File: src/rtl/mips16_run_ctrl.sv
// Run controller for the 16-bit single-cycle MIPS core: streams a program into
// instruction memory, then sequences the core through run, step, pause and halt.
module mips16_run_ctrl #(
  parameter  int IMEM_WORDS = 256,
  parameter  int CYC_W      = 24,
  localparam int AW         = $clog2(IMEM_WORDS)
) (
  input  logic             clk,
  input  logic             reset,
  // Load port: a beat transfers when load_valid && load_ready are both high on
  // a rising edge; load_ready is high only while idle.
  input  logic             load_valid,
  output logic             load_ready,
  input  logic [15:0]      load_data,
  input  logic             load_last,
  input  logic             start,
  input  logic             step_mode,
  input  logic             step,
  input  logic             reload,
  input  logic             halt_req,
  input  logic             bp_en,
  input  logic [15:0]      bp_addr,
  input  logic [CYC_W-1:0] cycle_limit,
  input  logic [15:0]      pc,
  output logic             core_rst,
  output logic             core_en,
  output logic             imem_we,
  output logic [AW-1:0]    imem_waddr,
  output logic [15:0]      imem_wdata,
  output logic [2:0]       state,
  output logic [2:0]       halt_cause,
  output logic [CYC_W-1:0] cycle_count
);

  typedef enum logic [2:0] {
    S_IDLE   = 3'd0,
    S_READY  = 3'd1,
    S_RUN    = 3'd2,
    S_PAUSE  = 3'd3,
    S_STEP   = 3'd4,
    S_HALTED = 3'd5
  } state_t;

  state_t          st;
  logic [AW-1:0]   load_ptr;
  logic [15:0]     prev_pc;
  logic            last_en;
  logic            bp_skip;
  logic            fire_ext;
  logic            fire_bp;
  logic            fire_loop;
  logic            fire_lim;
  logic            run_stop;
  logic            load_fire;

  always_comb begin
    fire_ext  = halt_req;
    fire_bp   = bp_en && (pc == bp_addr) && !bp_skip;
    fire_loop = last_en && (pc == prev_pc);
    fire_lim  = (cycle_limit != '0) && (cycle_count == cycle_limit);
    run_stop  = fire_ext || fire_bp || fire_loop || fire_lim;
    load_fire = (st == S_IDLE) && load_valid;
  end

  // Halt checks gate the enable in the same cycle they fire.
  assign core_en    = ((st == S_RUN) && !run_stop) || (st == S_STEP);
  assign core_rst   = (st == S_IDLE) || (st == S_READY);
  assign load_ready = (st == S_IDLE);
  assign imem_we    = load_fire;
  assign imem_waddr = load_ptr;
  assign imem_wdata = load_data;
  assign state      = st;

  always_ff @(posedge clk or posedge reset) begin
    if (reset) begin
      st          <= S_IDLE;
      load_ptr    <= '0;
      prev_pc     <= '0;
      last_en     <= 1'b0;
      bp_skip     <= 1'b0;
      halt_cause  <= 3'd0;
      cycle_count <= '0;
    end else begin
      // last_en drops on any idle cycle so a pause never looks like a self-loop.
      if (core_en) begin
        prev_pc <= pc;
        last_en <= 1'b1;
        if (cycle_count != '1) cycle_count <= cycle_count + 1'b1;
      end else begin
        last_en <= 1'b0;
      end

      case (st)
        S_IDLE: begin
          if (load_fire) begin
            if (load_last || (load_ptr == AW'(IMEM_WORDS - 1))) begin
              st       <= S_READY;
              load_ptr <= '0;
            end else begin
              load_ptr <= load_ptr + 1'b1;
            end
          end
        end
        S_READY: begin
          if (reload) begin
            st <= S_IDLE;
          end else if (start) begin
            cycle_count <= '0;
            halt_cause  <= 3'd0;
            bp_skip     <= 1'b0;
            st          <= step_mode ? S_PAUSE : S_RUN;
          end
        end
        S_RUN: begin
          if (fire_ext) begin
            st <= S_HALTED; halt_cause <= 3'd3;
          end else if (fire_bp) begin
            st <= S_PAUSE;  halt_cause <= 3'd4;
          end else if (fire_loop) begin
            st <= S_HALTED; halt_cause <= 3'd1;
          end else if (fire_lim) begin
            st <= S_HALTED; halt_cause <= 3'd2;
          end else begin
            bp_skip <= 1'b0;
          end
        end
        S_PAUSE: begin
          if (reload) begin
            st <= S_IDLE;
          end else if (halt_req) begin
            st <= S_HALTED; halt_cause <= 3'd3;
          end else if (start && !step_mode) begin
            st      <= S_RUN;
            bp_skip <= 1'b1;
          end else if (step) begin
            st <= S_STEP;
          end
        end
        S_STEP: st <= S_PAUSE;
        S_HALTED: begin
          if (reload)     st <= S_IDLE;
          else if (start) st <= S_READY;
        end
        default: st <= S_IDLE;
      endcase
    end
  end

endmodule

File: config.mk
export PLATFORM = sky130hd
export DESIGN_NAME = mips16_run_ctrl
export DESIGN_NICKNAME = d
export VERILOG_FILES = /design/src/rtl/mips16_run_ctrl.sv
export SDC_FILE = /design/constraint.sdc
export NUM_CORES = 1
export LEC_CHECK = 0
export CORE_AREA = 4 4 93 95
export CTS_CLUSTER_SIZE = 28
export DETAILED_ROUTE_END_ITERATION = 8
export DIE_AREA = 0 0 97 99
export GPL_ROUTABILITY_DRIVEN = 0
export GPL_TIMING_DRIVEN = 0
export PLACE_DENSITY_LB_ADDON = 0.08
export SYNTH_ARGS = -nofsm -noshare
export SYNTH_HDL_FRONTEND = slang
export SYNTH_SLANG_ARGS = --single-unit
File: constraint.sdc
create_clock -name clk -period 6.9 [get_ports clk]
set_input_delay 1.38 -clock clk [delete_from_list [all_inputs] [get_ports clk]]
set_output_delay 1.38 -clock clk [all_outputs]
set_load 0.01 [all_outputs]
==> results of run 1 <==
-- cells by family (layout without fill, tap and decap cells) --
| group | after synthesis | after routing | share of synthesized area, % |
|---|---|---|---|
| buf+inv | 37 | 168 | 6.94 |
| compound gates | 78 | 78 | 12.1 |
| simple gates | 154 | 154 | 24.1 |
| fa+ha+maj | 2 | 2 | 0.667 |
| mux | 19 | 19 | 5.74 |
| flops | 56 | 56 | 37.4 |
| xor+xnor | 56 | 56 | 13.1 |
-- flip-flops by register name, indices dropped and copies added, names as in the netlist --
signal       flops
halt_cause       3
state            3
bp_skip          1
prev_pc         16
cycle_count     24
last_en          1
imem_waddr       8
-- area by class of cell --
cell class / count / share of cell area [%]
Inverter: 8 / 0.577
Multi-Input combinational cell: 309 / 40.1
Clock buffer: 5 / 1.32
Timing Repair Buffer: 124 / 24.0
Buffer: 29 / 4.42
Clock inverter: 2 / 0.240
Tap cell: 102 / 2.45
Sequential cell: 56 / 26.9
-- layer usage --
| metal | global-route usage, % | wire length [um] |
|---|---|---|
| met3 | 4.60 | 719 |
| met5 | 0 | 0 |
| met2 | 35.2 | 4880 |
| met4 | 4.43 | 75 |
| met1 | 26.7 | 4450 |
-- through the flow --
step           util [%]  std cells  cell area, um2  hold slack (ps)  setup slack (ps)
2_1_floorplan         -        402            3750              500              2730
3_3_place_gp       66.1        627            5110              469              1370
3_5_place_dp       66.4        628            5130              477              1350
4_1_cts            67.4        635            5210              502              1340
5_1_grt            67.4        635            5210              539              1200
6_report           67.4        635            5210              495              1330
-- placed cells by master, fill, tap and decap left out, types with 16 or more instances in the layout --
| master | n |
|---|---|
| sky130_fd_sc_hd__clkdlybuf4s50_1 | 123 |
| sky130_fd_sc_hd__dfrtp_1 | 56 |
| sky130_fd_sc_hd__xor2_1 | 47 |
| sky130_fd_sc_hd__o21ai_0 | 33 |
| sky130_fd_sc_hd__nand2_1 | 29 |
| sky130_fd_sc_hd__a21oi_1 | 22 |
| sky130_fd_sc_hd__buf_4 | 20 |
| sky130_fd_sc_hd__nand3_1 | 18 |
| sky130_fd_sc_hd__nor2_1 | 16 |
| sky130_fd_sc_hd__nor4_1 | 16 |
| sky130_fd_sc_hd__mux2_2 | 16 |
-- power by group through the flow --
| stage | Combinational, uW | Sequential, uW | Clock (uW) |
|---|---|---|---|
| 5_1_grt | 621 | 485 | 192 |
| 6_report | 568 | 474 | 176 |
| 3_3_place_gp | 555 | 475 | 0 |
| 3_5_place_dp | 567 | 478 | 0 |
| 4_1_cts | 571 | 473 | 180 |
| 2_1_floorplan | 353 | 476 | 0 |
-- worst reg2reg max path: cells and delay by family, from the launching register on --
kind,cells,cell delay (ps)
simple gates,5,1280
flops,1,490
mux,1,360
buf+inv,1,250
xor+xnor,1,180
-- path summary, 6_finish.rpt --
| kind | start | endpoint | slack (ps) | cells past startpoint |
|---|---|---|---|---|
| worst max-delay path | pc[14] | core_en | 1330 | 10 |
| worst min-delay path | halt_cause[2] | halt_cause[2] | 490 | 2 |
| worst max register to register | cycle_count[3] | prev_pc[6] | 4230 | 8 |
| worst min register to register | halt_cause[2] | halt_cause[2] | 490 | 2 |
| max in group asynchronous | reset | cycle_count[15] | 4970 | 3 |
| min in group asynchronous | reset | cycle_count[0] | 1380 | 2 |
==> flow_results.org, run 1 <==
** Floorplan
- Core region area :: 0.00773 mm2
- Starting utilization of the core area :: between 40% and 50%
- From bottom edge to top edge, the die measures slightly below 100 um.
- Die Outline Area :: 0.00960 mm2
- The floorplan has 32 rows.
- 140 I/O pins were placed.
- The die is between 90 and 100 um wide.

** Global routing
- The initial antenna violation count was 0.
- For this run, the total global-route usage over all layers was measured as approximately a fifth.
- Via count of the first global-routing pass :: 3,517
- Summed over all layers, the global routing overflow is 0.
- The first global-routing pass estimated about 17,000 um of wire.
- Maximum number of pins on one net before global-route repair :: 38

** Clock network
- Buffer type at the clock tree root :: sky130_fd_sc_hd__clkbuf_8
- Later-pin clock latency in the skew report :: between 300 and 400 ps
- Htree depth :: 2
- CTS saw 56 sinks.
- No sink is reached through more buffers than the 2 on the longest clock path.
- TritonCTS created 5 clock buffers.
- Hold repair after CTS inserted 0 buffers.
- TritonCTS built the clock tree.
- Post-CTS Setup Inserts :: 0
- Number of instances resized during post-cts repair :: 0
- After clock tree synthesis, the clock-pin slew on the worst setup and hold paths is ~90 ps.

** Yosys
- Top cell type's share of synthesized area :: between 30% and 40%
- Synth cell count leaders :: sky130_fd_sc_hd__dfrtp_1, sky130_fd_sc_hd__xor2_1, sky130_fd_sc_hd__o21ai_0
- The netlist uses 50 different library cells.
- Sequential element share of the synthesized area :: roughly 37%
- After synthesis the cells add up to approximately 0.0037 mm2.
- Most used DFF post-synth :: sky130_fd_sc_hd__dfrtp_1
- After synthesis the netlist holds a flip-flop and latch count of between 50 and 60.
- Top cells by area, synth :: sky130_fd_sc_hd__dfrtp_1, sky130_fd_sc_hd__xor2_1, sky130_fd_sc_hd__mux2_2
- Yosys instantiated no cell more often than sky130_fd_sc_hd__dfrtp_1.
- Syn avg cell area :: ~9.3 um2
- Of all flip-flops after synthesis, the portion carrying an async set or reset was 100%.
- Of all cell types, the one taking the most synthesized area is sky130_fd_sc_hd__dfrtp_1.
- Counting flops with a built-in enable in the synthesized netlist gives 0.
- Synthesis produced roughly 400 cells.
- Net count after synthesis :: 486
- The Yosys step of the flow raised 0 warnings.

** Setup path
- Critical path peak fanout :: 10
- Most repeated library cell on the critical path :: sky130_fd_sc_hd__clkdlybuf4s50_1
- Together, buffers and inverters on the worst path number 4.
- Master of the slowest instance on the critical path :: sky130_fd_sc_hd__clkdlybuf4s50_1
- Cell family with the largest share of critical-path delay :: buffers and inverters
- Longest individual stage delay on the worst path :: approximately 500 ps
- The setup path with the least slack is of type in -> out.
- Worst endpoint data arrival time :: approximately 4200 ps
- Critical path launch point type :: input port
- Kind of end point of the critical path :: output port
- WP data required :: between 5000 and 6000 ps
- Critical-path cell list :: clkdlybuf4s50_1, xor2_1, nor4_1, nand4_1, o22ai_2, nor3_4, nor2_4, buf_4, inv_1, clkdlybuf4s50_1

** Routing
- Before antenna repair, the detailed router went through 5 iterations.
- In this run the remaining antenna-violating nets after routing total 0.
- In the routed layout, each cell is associated on average with a via count of about 5.6.
- The first routing iteration left about 140 violations.
- In the routed design, unresolved DRC markers number 0.
- For this block, the routed nets add up to 10,100 um of wire.
- Dividing the detail-routed wire length by the instance count gives ~16 um.
- The final route contains 3,540 vias.

** STA
- Achievable frequency :: between 0.15 and 0.2 GHz
- The final count of pins violating max slew came to 0.
- Worst slew margin relative to its limit :: approximately 40%
- Between clock sinks in the finished design, the worst skew comes to 7.38 ps.
- Unrepaired setup endpoints after global routing :: false
- Clock period minus final worst setup slack :: between 5000 and 6000 ps
- Worst slew pin tran :: 902 ps
- Sum of negative setup slack :: 0 ps
- Number of endpoints failing setup at the final stage :: 0
- Final worst-path cycle share :: between 80% and 90%
- Number of failing hold endpoints at the final stage :: 0

** Cells and area
- The number of antenna diodes in the final layout is 0.
- Across the whole layout, storage elements account for between 0.001 and 0.0015 mm2.
- Footprint of the multi-input gates :: around 0.0021 mm2
- Counting the fill cells in the layout gives around 640.
- The post-route netlist has a little over an eighth of its cells at a drive strength greater than 1.
- Compared with the post-synthesis result, the final layout area differs by 39.0%.
- The final layout contains between 600 and 700 nets.

** Power and ir drop
- IR drop worst, VDD :: between 0.00015 and 0.0002 V
- Switching power of the nets :: 442 uW
- Sw Ratio :: a little over a third
- Cell leakage power :: between 0.002 and 0.0025 uW
- The clock network is responsible for 14.4% of the overall power.
- Flop pwr share :: about two fifths
- Pwr Total :: approximately 1200 uW
- Internal power of the cells :: ~780 uW
- For this design the ratio of total power to cell area is approximately 230 mW/mm2.
- Combinational logic is responsible for 46.7% of the overall power.

** Placed design
- In this run the tool buffered the top-level ports with roughly 120 buffer cells.
- Once detailed placement completed, the half-perimeter wirelength came to between 7000 and 8000 um.

** Min path
- Class of the tightest hold or removal check :: reg -> reg

** Flow run
- Max Cap Viol :: 0

** Run status
- Outcome :: finished, final reports clean
Note: power is estimated with default switching activity, not from simulation.
==> run 2: changes to the inputs <==
--- a/config.mk
+++ b/config.mk
@@ -5,10 +5,10 @@
 export SDC_FILE = /design/constraint.sdc
 export NUM_CORES = 1
 export LEC_CHECK = 0
-export CORE_AREA = 4 4 93 95
+export CORE_AREA = 4 4 101 103
 export CTS_CLUSTER_SIZE = 28
 export DETAILED_ROUTE_END_ITERATION = 8
-export DIE_AREA = 0 0 97 99
+export DIE_AREA = 0 0 105 107
 export GPL_ROUTABILITY_DRIVEN = 0
 export GPL_TIMING_DRIVEN = 0
 export PLACE_DENSITY_LB_ADDON = 0.08
==> constraint.sdc (replaced) <==
create_clock -name clk -period 5.12 [get_ports clk]
set_input_delay 1.024 -clock clk [delete_from_list [all_inputs] [get_ports clk]]
set_output_delay 1.024 -clock clk [all_outputs]
set_load 0.01 [all_outputs]
==> run 2 against run 1 <==
Sequential power up 34%. Design area rose by 0.14%. Utilization is 11 points lower. Clock power up 35%. Die area grew 17%. Global-route usage fell by 2.7 points. Critical path type unchanged. Clock-buffer cell count is 1 higher. Non-clock buffer count did not move. Final cell count is 1.4% higher. Power is 34% higher.
==> flow_results.org, run 2 (same netlist as run 1, synthesis figures left out) <==
** Flow run
- The tool flagged a number of max-cap violations equal to 0.

** Global routing
- The initial antenna violation count came to 0.
- Summed over all layers, the global routing overflow is 0.
- Entering global routing, the biggest net connects 36 pins.
- The via count of the first global-routing pass came to approximately 3,400.
- Gr usage total :: between 15 and 20%
- Wire length of the first global-routing pass :: about 17,000 um

** Setup path
- The most numerous cell type found on the critical path is sky130_fd_sc_hd__clkdlybuf4s50_1.
- Kind of end point of the critical path :: output port
- Kind of critical path :: in -> out
- The worst register-to-register path has a depth of 8.
- Critical path launch point type :: input port
- Tracing the worst setup path back leads to its startpoint at pc[8].
- The largest individual stage delay along the critical path comes from the cell sky130_fd_sc_hd__clkdlybuf4s50_1.
- Beginning of the worst register-to-register path :: cycle_count[3]
- Worst endpoint data arrival time :: 3760 ps
- Of all nets on the critical path, the largest fanout is 10.
- On the worst path, the slowest cell contributes a delay of 490 ps.
- WP data required :: 4100 ps
- The critical path goes through clkdlybuf4s50_1, xor2_1, nor4_1, nand4_1, o22ai_2, nor3_4, nor2_4, buf_4, inv_1, clkdlybuf4s50_1.

** Cells and area
- In the layout the commonest cells are sky130_fd_sc_hd__clkdlybuf4s50_1, sky130_fd_sc_hd__dfrtp_1, sky130_fd_sc_hd__xor2_1.
- The repair_antennas step left the layout with diodes totalling 0.
- With fillers left out, the area of the finished cells amounts to ~0.0052 mm2.
- The final layout contains between 600 and 700 nets.
- The library cell used most frequently in the layout, excluding fill and tap cells, is sky130_fd_sc_hd__clkdlybuf4s50_1.
- Max reg flops :: 24
- From synthesis to final layout, the design area changed by 39.2%.
- Area of all sequential standard cells :: between 0.001 and 0.0015 mm2
- In the final layout, the share of cells above drive strength 1 is between 10% and 20%.
- Footprint of the multi-input gates :: about 0.0021 mm2
- Counting flops per register, the top entry is cycle_count.
- Counting the fill cells in the layout gives slightly below 900.

** Floorplan
- Starting utilization of the core area :: around two fifths
- Core region area :: ~0.0092 mm2
- Die Outline Area :: approximately 0.011 mm2
- In this run the vertical extent of the chip is 107 um.
- 140 I/O pins were placed.
- Row generation in the floorplan step produced 35 rows.
- The die is between 100 and 150 um wide.

** STA
- The clock arrives with 13.2 ps of skew.
- Achievable frequency :: 0.209 GHz
- Max Slew Vio Count :: 0
- Unrepaired setup endpoints after global routing :: false
- The count of final hold-check violations was 0.
- The final critical path takes up between 90% and 100% of the cycle.
- Number of endpoints failing setup at the final stage :: 0
- Worst slew pin tran :: 926 ps
- Adding up every negative setup slack in the final design gives 0 ps.
- Headroom to the max-slew limit came out at between 30% and 40%.
- The routed design could run at a clock period as short as 4790 ps.

** Power and ir drop
- Switching power of the nets :: between 500 and 600 uW
- Across the VDD grid, the largest voltage drop is about 0.0002 V.
- Power share of the combinational group :: around 47%
- Of the total power, registers draw 38.9%.
- For this design the ratio of total power to cell area is ~310 mW/mm2.
- The internal power of the cells totals approximately 1000 uW.
- For this design the static power due to leakage is between 0.002 and 0.0025 uW.
- Per report_power, the clock group accounts for 14.5% of the total.
- Sw Ratio :: 36.1%

** Clock network
- The tree is rooted in a sky130_fd_sc_hd__clkbuf_8.
- TritonCTS clock tree :: done
- Buffer levels on the longest clock path :: 2
- Later-pin clock latency in the skew report :: slightly above 300 ps
- Number of clock sinks :: 56
- Post-CTS timing repair inserted 0 buffers for setup.
- Number of instances resized during post-cts repair :: 0
- After clock tree synthesis, the clock-pin slew on the worst setup and hold paths is 90 ps.
- Total CTS buffers :: 5
- In this run, post-CTS hold repair placed 0 buffers.
- In this run the number of H-tree levels came out at 2.

** Routing
- The detail route stage leaves a number of antenna-violating nets equal to 0.
- The detailed router finished its first iteration with ~120 violations.
- Dividing the detail-routed wire length by the instance count gives roughly 16 um.
- Before antenna repair, the detailed router went through 4 iterations.
- Detailed Route WL :: 10,300 um
- The routed layout has around 3,500 vias.
- Detailed-route DRC error count :: 0
- In the routed layout, each cell is associated on average with a via count of 5.45.

** Placed design
- Number of input and output port buffers inserted :: ~120
- Placed standard-cell area :: a little over 0.005 mm2
- Estimated wirelength of the detail-placed design :: about 8000 um

** Min path
- The worst hold path begins at halt_cause[2].
- Hold Path Cell Cnt :: 2
- In this run the worst hold path is classified as reg -> reg.

** Run status
- The run finished with clean final reports.
==> run 2: cell count changes in the layout (fill, tap and decap cells not counted), sizes merged <==
cell	change
clkbuf	+1
clkinvlp	-1
==> run 2: path summary, 6_finish.rpt <==
path | endpoint | slack (ps)
max | core_en | 330
min | halt_cause[2] | 490
max reg2reg | prev_pc[4] | 2490
min reg2reg | halt_cause[2] | 490
max in group asynchronous | halt_cause[0] | 3480
min in group asynchronous | cycle_count[2] | 1060
==> run 2: metal layers <==
layer | share of wire, % | GRT usage, % | vias up | routed length, um
met5 | 0 | 0 | - | 0
met3 | 6.9 | 3.67 | 8 | 706
li1 | - | - | 1709 | -
met2 | 47 | 29.7 | 131 | 4790
met4 | 1.0 | 4.78 | 0 | 106
met1 | 45 | 23.8 | 1659 | 4650
==> run 2: area by class of cell <==
class,count,area share [%]
Multi-Input combinational cell,309,40.0
Sequential cell,56,26.9
Timing Repair Buffer,124,24.0
Buffer,29,4.41
Tap cell,111,2.66
Clock buffer,6,1.39
Inverter,8,0.576
Clock inverter,1,0.0959
==> run 2: stage by stage <==
stage | cells | utilization (%) | worst slack, ps | hold WS (ps) | power (uW)
2_1_floorplan | 402 | - | 1660 | 500 | 1120
3_3_place_gp | 636 | 55.7 | 278 | 469 | 1390
3_5_place_dp | 637 | 55.9 | 287 | 466 | 1410
4_1_cts | 644 | 56.7 | 280 | 502 | 1650
5_1_grt | 644 | 56.7 | 122 | 523 | 1750
6_report | 644 | 56.7 | 331 | 494 | 1640
==> run 2: power by group through the flow <==
stage	registers (uW)	logic [uW]	clock network, uW
floorplan	641	476	0
global placement	641	753	0
detailed placement	646	765	0
CTS	637	770	245
global route	651	837	263
finish	637	762	237
==> run 2: worst max-delay path, delay by kind of cell <==
| family | cells | cell delay (ps) |
|---|---|---|
| xor gates and xnor gates | 1 | 200 |
| buffers and inverters | 4 | 1300 |
| AOI/OAI and AO/OA | 1 | 240 |
| and+or+nand+nor | 4 | 990 |
